### src/rtl/apb_ram_pkg.sv
// -----------------------------------------------------------------------------
// apb_ram_pkg
//   Shared types and constants for the APB-to-RAM front-end.
//   - apb_ram_state_e : transfer FSM states (IDLE / WAIT / READY)
//   - SIZE_*          : access size codes (RISC-V funct3 load/store encoding)
//   - CNT_W           : width of the wait-state counter (covers 0..15)
//   - size_is_legal() : true for the five size codes the RAM understands
// -----------------------------------------------------------------------------
package apb_ram_pkg;

  typedef enum logic [1:0] {
    ST_IDLE  = 2'd0,
    ST_WAIT  = 2'd1,
    ST_READY = 2'd2
  } apb_ram_state_e;

  localparam logic [2:0] SIZE_B  = 3'b000;
  localparam logic [2:0] SIZE_H  = 3'b001;
  localparam logic [2:0] SIZE_W  = 3'b010;
  localparam logic [2:0] SIZE_BU = 3'b100;
  localparam logic [2:0] SIZE_HU = 3'b101;

  localparam int unsigned CNT_W = 4;

  function automatic logic size_is_legal(input logic [2:0] size);
    logic legal;
    legal = 1'b0;
    case (size)
      SIZE_B, SIZE_H, SIZE_W, SIZE_BU, SIZE_HU: legal = 1'b1;
      default:                                  legal = 1'b0;
    endcase
    return legal;
  endfunction

endpackage

### src/rtl/apb_ram_align_chk.sv
// -----------------------------------------------------------------------------
// apb_ram_align_chk
//   Combinational access checker. Flags an access as erroneous when the size
//   code is illegal or the byte address is not naturally aligned to the size.
//   Ports:
//     addr_i [1:0] : low address bits of the access
//     size_i [2:0] : funct3 size code
//     err_o        : 1 = misaligned or illegal-size access
// -----------------------------------------------------------------------------
module apb_ram_align_chk
  import apb_ram_pkg::*;
(
  input  logic [1:0] addr_i,
  input  logic [2:0] size_i,
  output logic       err_o
);

  always_comb begin
    err_o = 1'b0;
    if (!size_is_legal(size_i)) begin
      err_o = 1'b1;
    end else begin
      case (size_i)
        SIZE_H, SIZE_HU: err_o = addr_i[0];
        SIZE_W:          err_o = |addr_i;
        default:         err_o = 1'b0;
      endcase
    end
  end

endmodule

### src/rtl/apb_ram_slave.sv
// -----------------------------------------------------------------------------
// apb_ram_slave
//   APB slave front-end for the byte-addressed data RAM. Latches each transfer
//   in the setup phase, inserts WAIT_STATES extra access cycles, then completes
//   with PREADY. Reads capture the RAM's (already extended) data into a
//   registered PRDATA; writes pulse ram_we for one cycle together with PREADY.
//
//   Parameters:
//     WAIT_STATES : extra access-phase cycles before data capture (0..15)
//
//   Ports:
//     PCLK, PRESETn           : clock, asynchronous active-low reset
//     PSEL, PENABLE, PWRITE   : APB control
//     PADDR[7:0], PSIZE[2:0]  : byte address, funct3 size code
//     PWDATA[31:0]            : write data, LSB-justified
//     PRDATA[31:0]            : registered read data
//     PREADY, PSLVERR         : completion / error (PSLVERR valid with PREADY)
//     ram_we, ram_addr,
//     ram_strb, ram_wData     : RAM write enable, address, size code, data
//     ram_rData[31:0]         : combinational RAM read data
//
//   Build option:
//     APB_RAM_ALIGN_CHECK_EN  : when defined, misaligned or illegal-size
//                               accesses raise PSLVERR, errored writes are
//                               dropped and errored reads return 0. When
//                               undefined, every access is forwarded and
//                               PSLVERR stays 0.
// -----------------------------------------------------------------------------
module apb_ram_slave
  import apb_ram_pkg::*;
#(
  parameter int unsigned WAIT_STATES = 0
) (
  input  logic        PCLK,
  input  logic        PRESETn,
  input  logic        PSEL,
  input  logic        PENABLE,
  input  logic        PWRITE,
  input  logic [7:0]  PADDR,
  input  logic [2:0]  PSIZE,
  input  logic [31:0] PWDATA,
  output logic [31:0] PRDATA,
  output logic        PREADY,
  output logic        PSLVERR,
  output logic        ram_we,
  output logic [7:0]  ram_addr,
  output logic [2:0]  ram_strb,
  output logic [31:0] ram_wData,
  input  logic [31:0] ram_rData
);

  localparam logic [CNT_W-1:0] WS_LAST = CNT_W'(WAIT_STATES);

  apb_ram_state_e    state_q;
  logic [CNT_W-1:0]  cnt_q;
  logic [7:0]        addr_q;
  logic [2:0]        size_q;
  logic [31:0]       wdata_q;
  logic              write_q;
  logic              err_q;
  logic [31:0]       rdata_q;
  logic              ready_q;
  logic              slverr_q;
  logic              we_q;

  logic              setup_err;
  logic              setup;

  assign setup = PSEL & ~PENABLE;

`ifdef APB_RAM_ALIGN_CHECK_EN
  apb_ram_align_chk u_align_chk (
    .addr_i (PADDR[1:0]),
    .size_i (PSIZE),
    .err_o  (setup_err)
  );
`else
  assign setup_err = 1'b0;
`endif

  // Single FSM process; all handshake outputs are registered here and the
  // address/size/data registers double as the RAM-side drivers.
  always_ff @(posedge PCLK or negedge PRESETn) begin
    if (!PRESETn) begin
      state_q  <= ST_IDLE;
      cnt_q    <= '0;
      addr_q   <= '0;
      size_q   <= '0;
      wdata_q  <= '0;
      write_q  <= 1'b0;
      err_q    <= 1'b0;
      rdata_q  <= '0;
      ready_q  <= 1'b0;
      slverr_q <= 1'b0;
      we_q     <= 1'b0;
    end else begin
      case (state_q)
        ST_IDLE: begin
          ready_q  <= 1'b0;
          slverr_q <= 1'b0;
          we_q     <= 1'b0;
          if (setup) begin
            addr_q  <= PADDR;
            size_q  <= PSIZE;
            wdata_q <= PWDATA;
            write_q <= PWRITE;
            err_q   <= setup_err;
            cnt_q   <= '0;
            state_q <= ST_WAIT;
          end
        end

        ST_WAIT: begin
          if (!PSEL) begin
            // Abort takes priority over completion: nothing is committed.
            state_q <= ST_IDLE;
          end else if (cnt_q == WS_LAST) begin
            if (!write_q) begin
              rdata_q <= err_q ? '0 : ram_rData;
            end
            ready_q  <= 1'b1;
            slverr_q <= err_q;
            we_q     <= write_q & ~err_q;
            state_q  <= ST_READY;
          end else begin
            cnt_q <= cnt_q + 1'b1;
          end
        end

        ST_READY: begin
          ready_q  <= 1'b0;
          slverr_q <= 1'b0;
          we_q     <= 1'b0;
          state_q  <= ST_IDLE;
        end

        default: begin
          ready_q  <= 1'b0;
          slverr_q <= 1'b0;
          we_q     <= 1'b0;
          state_q  <= ST_IDLE;
        end
      endcase
    end
  end

  // The completion flags are qualified with PSEL so that a master dropping
  // PSEL during READY sees neither PREADY nor a RAM write in that cycle.
  assign PREADY    = ready_q  & PSEL;
  assign PSLVERR   = slverr_q & PSEL;
  assign ram_we    = we_q     & PSEL;
  assign PRDATA    = rdata_q;
  assign ram_addr  = addr_q;
  assign ram_strb  = size_q;
  assign ram_wData = wdata_q;

endmodule

### config.mk
export PLATFORM = sky130hd
export DESIGN_NAME = apb_ram_slave
export DESIGN_NICKNAME = d
export VERILOG_FILES = /design/src/rtl/apb_ram_pkg.sv /design/src/rtl/apb_ram_align_chk.sv /design/src/rtl/apb_ram_slave.sv
export SDC_FILE = /design/constraint.sdc
export NUM_CORES = 1
export LEC_CHECK = 0
export BUFFER_PORTS_ARGS = -buffer_cell sky130_fd_sc_hd__buf_2
export CORE_MARGIN = 1.5
export CORE_UTILIZATION = 50
export DETAILED_ROUTE_END_ITERATION = 8
export PLACE_DENSITY = 0.9
export SYNTH_ARGS = -nofsm -noshare
export SYNTH_HDL_FRONTEND = slang
export SYNTH_SLANG_ARGS = --single-unit
### constraint.sdc
create_clock -name PCLK -period 3.2 [get_ports PCLK]
set_input_delay 0.64 -clock PCLK [delete_from_list [all_inputs] [get_ports PCLK]]
set_output_delay 0.64 -clock PCLK [all_outputs]
set_load 0.005 [all_outputs]
# After elaboration in Yosys (flattened, before gate mapping)
# Cells that the tools add are included.
[word_totals] ff_bits=85 input_bits=80 out_inout_bits=78 wordCells=48
[classes] add_sub_neg=1 n_eq_ne=6 n_mux=17 n_bitwise=6 n_reduce_logical=8
[op_table] op="4-bit 2-to-1 mux" n=3
[op_table] op="1-bit 2-to-1 mux" n=9
[op_table] op="2-bit inequality test (second input constant)" n=4
[op_table] op="4-bit case mux with 2 select lines" n=1
[op_table] op="4-bit AND reduction" n=2
[op_table] op="2-bit 2-to-1 mux" n=3
[op_table] op="2-bit AND reduction" n=3
[op_table] op="4-bit by 1-bit adder with 4-bit output (second input constant)" n=1
[op_table] op="1-bit bitwise AND" n=4
[op_table] op="4-bit zero test" n=1
[op_table] op="2-bit case mux with 2 select lines" n=1
[op_table] op="3-bit inequality test (second input constant)" n=1
[op_table] op="2-bit by 1-bit == test with 1-bit output (second input constant)" n=1
[op_table] op="2-bit zero test" n=1
[op_table] op="1-bit NOT" n=2
[op_table] op="2-bit nonzero test" n=1

# Logic depth before layout (Yosys ltp)
[logic_depth] word_depth=4 mapped_depth=6 depth_no_buf=5

# Worst setup path after synthesis
# Ideal clock, no wire load.
[synth_path] path_type="input to register" from="input port PSEL" to="register addr_q[0] (netlist: ram_addr[0])" setup_ps=125 arrival_time_ps=1567 required_ps=3075 setup_slack_ps=1508 path_stages=4 n_path_buf=1 cell_sequence="nand2b_1 > nor3_4 > buf_4 > mux2_2"
[synth_between] elab_chain_cells=2
[synth_rtl] element="from (decl)" line_no="apb_ram_slave.sv:36" rtl="input logic PSEL,"
[synth_rtl] element="1-bit bitwise AND" line_no="apb_ram_slave.sv:69" rtl="assign setup = PSEL & ~PENABLE;"
[synth_rtl] element="2-bit AND reduction (no source line)"
[synth_rtl] element="to (signal assigned)" line_no="apb_ram_slave.sv:87" rtl="addr_q <= '0;"
[synth_rtl] element="to (signal assigned)" line_no="apb_ram_slave.sv:103" rtl="addr_q <= PADDR;"
[synth_rtl] element="to (decl)" line_no="apb_ram_slave.sv:56" rtl="logic [7:0] addr_q;"
# Every way passes these cells.
# A chain may end at the register's enable or synchronous reset.

# Worst setup path after layout
[layout_path] from="register cnt_q[0]" to="register rdata_q[1] (netlist: PRDATA[1])"
[layout_between] elab_chain_cells=2
[layout_rtl] element="from (decl)" line_no="apb_ram_slave.sv:55" rtl="logic [CNT_W-1:0] cnt_q;"
[layout_rtl] element="from (signal assigned)" line_no="apb_ram_slave.sv:126" rtl="cnt_q <= cnt_q + 1'b1;"
[layout_rtl] element="4-bit zero test" line_no="apb_ram_slave.sv:117" rtl="end else if (cnt_q == WS_LAST) begin"
[layout_rtl] element="4-bit AND reduction (no source line)"
[layout_rtl] element="to (signal assigned)" line_no="apb_ram_slave.sv:119" rtl="rdata_q <= err_q ? '0 : ram_rData;"
[layout_rtl] element="to (decl)" line_no="apb_ram_slave.sv:61" rtl="logic [31:0] rdata_q;"
# Every way passes these cells.

==> flow_summary.ini <==
[synth]
synthSimpleGateAreaFrac_pct = 5.24
synth_xor_area_share_pct = 0
yosysUniqueCellTypes = 32
synthCells = 207
synth_ff_type = dfrtp_1
synth_compound_area_share_pct = 2.11
yosysSeqAreaShare_pct = 61.2
synth_edf_count = 0
synthAdderAreaFrac_pct = 0.728
syn_area_per_cell_sq_um = 16.6
ys_ff_latch = 84
async_flop_share_pct = 100
synth_area_sq_um = 3440
yosysWarnings = 0
synthMuxAreaShare_pct = 28.2
synth_top_family_by_area = multiplexers
synthesis.nets = 289

[worst_setup_path]
start_kind = flop
reg2reg_depth = 5
cp_data_arrival_time_ns = 2.58
critPathKind = flop to flop
cp-end-kind = flop
crit_fanout = 32
required_ns = 3.42

[cts]
cts_tree = yes
htree_levels = 3
post_cts_buffers = 0
clock_latency_ns = 0.34
clock_path_buffers = 2
cts_resized = 0
cts_hold_buf = 0
cts_root_buf = clkbuf_8
numCtsBuffers = 9
clk_pin_slew_ns = 0.10
cts.sink_count = 84

[die]
core-area_sq_um = 6720
die_width_um = 85.9
floorplan.initialDensity_pct = 51.1
dieArea_sq_um = 7380
fp.dieH_um = 85.9
row_count = 30
ioPinCount = 158

[sta]
hold_viol_final = 0
tns_ns = 0
final.setup_skew_ns = 0.0144
period_minus_slack_ns = 2.36
fmax_ghz = 0.423
fin_crit_sh_pct = 73.9
rsz0062_at_grt = no
final-max-slew-violation-count = 0
finalSetupViolations = 0
maxSlewHeadroom_pct = 32.0
worst_pin_slew_ns = 1.02

[pwr]
power.switching_mw = 1.18
powerDensity_nw_per_um2 = 888
combPwrFrac_pct = 36.5
p_clk_share_pct = 17.3
vdd_drop_max_v = 0.000480
swShare_pct = 30.0
p_seq_share_pct = 46.2
p_int_mw = 2.76
p_leak_nw = 2.31

[routing]
wl_um = 6180
drt-pass1-iter-count = 3
viasPerCell = 4.86
drc = 0
post_drt_wl_per_cell_um = 13.7
drt_iter0_markers = 49
ant_nets = 0
dr_total_vias = 2194

[placed_design]
dp_hpwl_um = 4550
numPortBuffers = 156
dp.cells = 435
gp_congestion = 0.906

[global_route]
antenna_found_initial = 0
grt_pass1_wl_um = 10200
grt_max_degree = 85
grt_pass1_vias = 2196
track_usage_pct = 17.8
overflow = 0

[worst_hold_path]
hp-class = input port to asynchronous set/reset pin

[final_layout]
drive_above_1_share_pct = 68.2
areaGrowthSynthToFinish_pct = 29.0
fillers = 497
fin_cells = 451
finalNetCount = 448
antenna_cells = 0

[job]
max_cap_violations = 0

[run_status]
outcome = finished, final reports clean
## power by group through the flow
| stage | Clock [mW] | Combinational [mW] | Sequential [mW] |
|---|---|---|---|
| 4_1_cts | 0.710 | 1.46 | 1.83 |
| 2_1_floorplan | 0 | 0.798 | 1.86 |
| 5_1_grt | 0.757 | 1.57 | 1.89 |
| 3_3_place_gp | 0 | 1.41 | 1.82 |
| 3_5_place_dp | 0 | 1.47 | 1.83 |
| 6_report | 0.680 | 1.44 | 1.82 |
## stage by stage
step	utilization [%]	power [mW]	hold WS (ns)	cell area (sq um)	setup WS [ns]
floorplan	-	2.66	0.344	3440	1.51
global placement	63.3	3.23	0.456	4250	0.894
detailed placement	63.3	3.30	0.474	4250	0.807
CTS	66.0	4.00	0.490	4430	0.809
global route	66.0	4.22	0.491	4430	0.677
finish	66.0	3.94	0.450	4430	0.836
## per-layer routing
layer | part of all wire, % | GRT usage, % | routed length (um)
met1 | 45 | 24.2 | 2770
met2 | 46 | 26.8 | 2860
met3 | 6.5 | 4.52 | 405
met4 | 2.4 | 8.36 | 149
met5 | 0 | 0 | 0
## final timing paths
| kind | startpoint | to | slack, ns |
|---|---|---|---|
| min | PRESETn | ram_addr[1]$_DFFE_PN0P_ | 0.45 |
| min reg2reg | ready_q$_DFFE_PN0P_ | ready_q$_DFFE_PN0P_ | 0.49 |
| max in group asynchronous | PRESETn | ram_wData[10]$_DFFE_PN0P_ | 2.07 |
| min in group PCLK | ready_q$_DFFE_PN0P_ | ready_q$_DFFE_PN0P_ | 0.49 |
| max reg2reg | cnt_q[0]$_DFFE_PN0P_ | PRDATA[1]$_DFFE_PN0P_ | 0.84 |
| max | cnt_q[0]$_DFFE_PN0P_ | PRDATA[1]$_DFFE_PN0P_ | 0.84 |
## flip-flops by register name, summed over array words and instances (netlist names)
signal / count
write_q: 1
we_q: 1
ram_wData: 32
ram_strb: 3
ready_q: 1
ram_addr: 8
state_q: 2
cnt_q: 4
PRDATA: 32
## cells in the final DEF, fill, tap and decap left out, drive strengths merged
cell type  instances
o211ai             2
a22o               1
a21bo              1
nand2              1
nor2b              2
clkbuf             9
nand3              3
and3               2
nand2b             3
and2b              1
inv                5
buf              157
nor3b              3
and2               2
o2bb2ai            1
clkinvlp           2
conb               1
nor2               1
clkinv             2
dfrtp             84
o21ai              2
a21oi              1
nor3               2
nand4              1
nand4b             2
a21o               1
ha                 2
mux2              76
a211oi             1
## synthesized netlist by cell type (3+ instances only)
cell type / instances / share of area [%]
buf_4: 5 / 1.1
buf_6: 3 / 0.98
dfrtp_1: 84 / 61
mux2_2: 46 / 15
mux2_4: 30 / 13
nand2b_1: 3 / 0.55
nand3_1: 3 / 0.44
## cell type report
cell class / instances / area (sq um) / area share [%]
sequential: 84 / 2100 / 47.4
multi-input combinational: 112 / 1250 / 28.2
timing repair buffer: 157 / 791 / 17.8
clock buffer: 9 / 124 / 2.79
tap: 80 / 100 / 2.26
clock inverter: 7 / 58.8 / 1.33
inverter: 2 / 7.51 / 0.169
## kinds of logic after synthesis
kind of cell               after synthesis
other                                    1
and+or+nand+nor                         23
buffers and inverters                   11
DFF                                     84
adders and majority gates                2
muxes                                   76
AOI/OAI and AO/OA                       10
## worst max-delay path, cell delays in order (launching register included)
cell and delay [ns]:
dfrtp_1 0.41, inv_1 0.09, ha_1 0.16, nor3b_4 0.37, nand4b_4 0.67, mux2_4 0.54
Power figures use the tool's default switching activity.
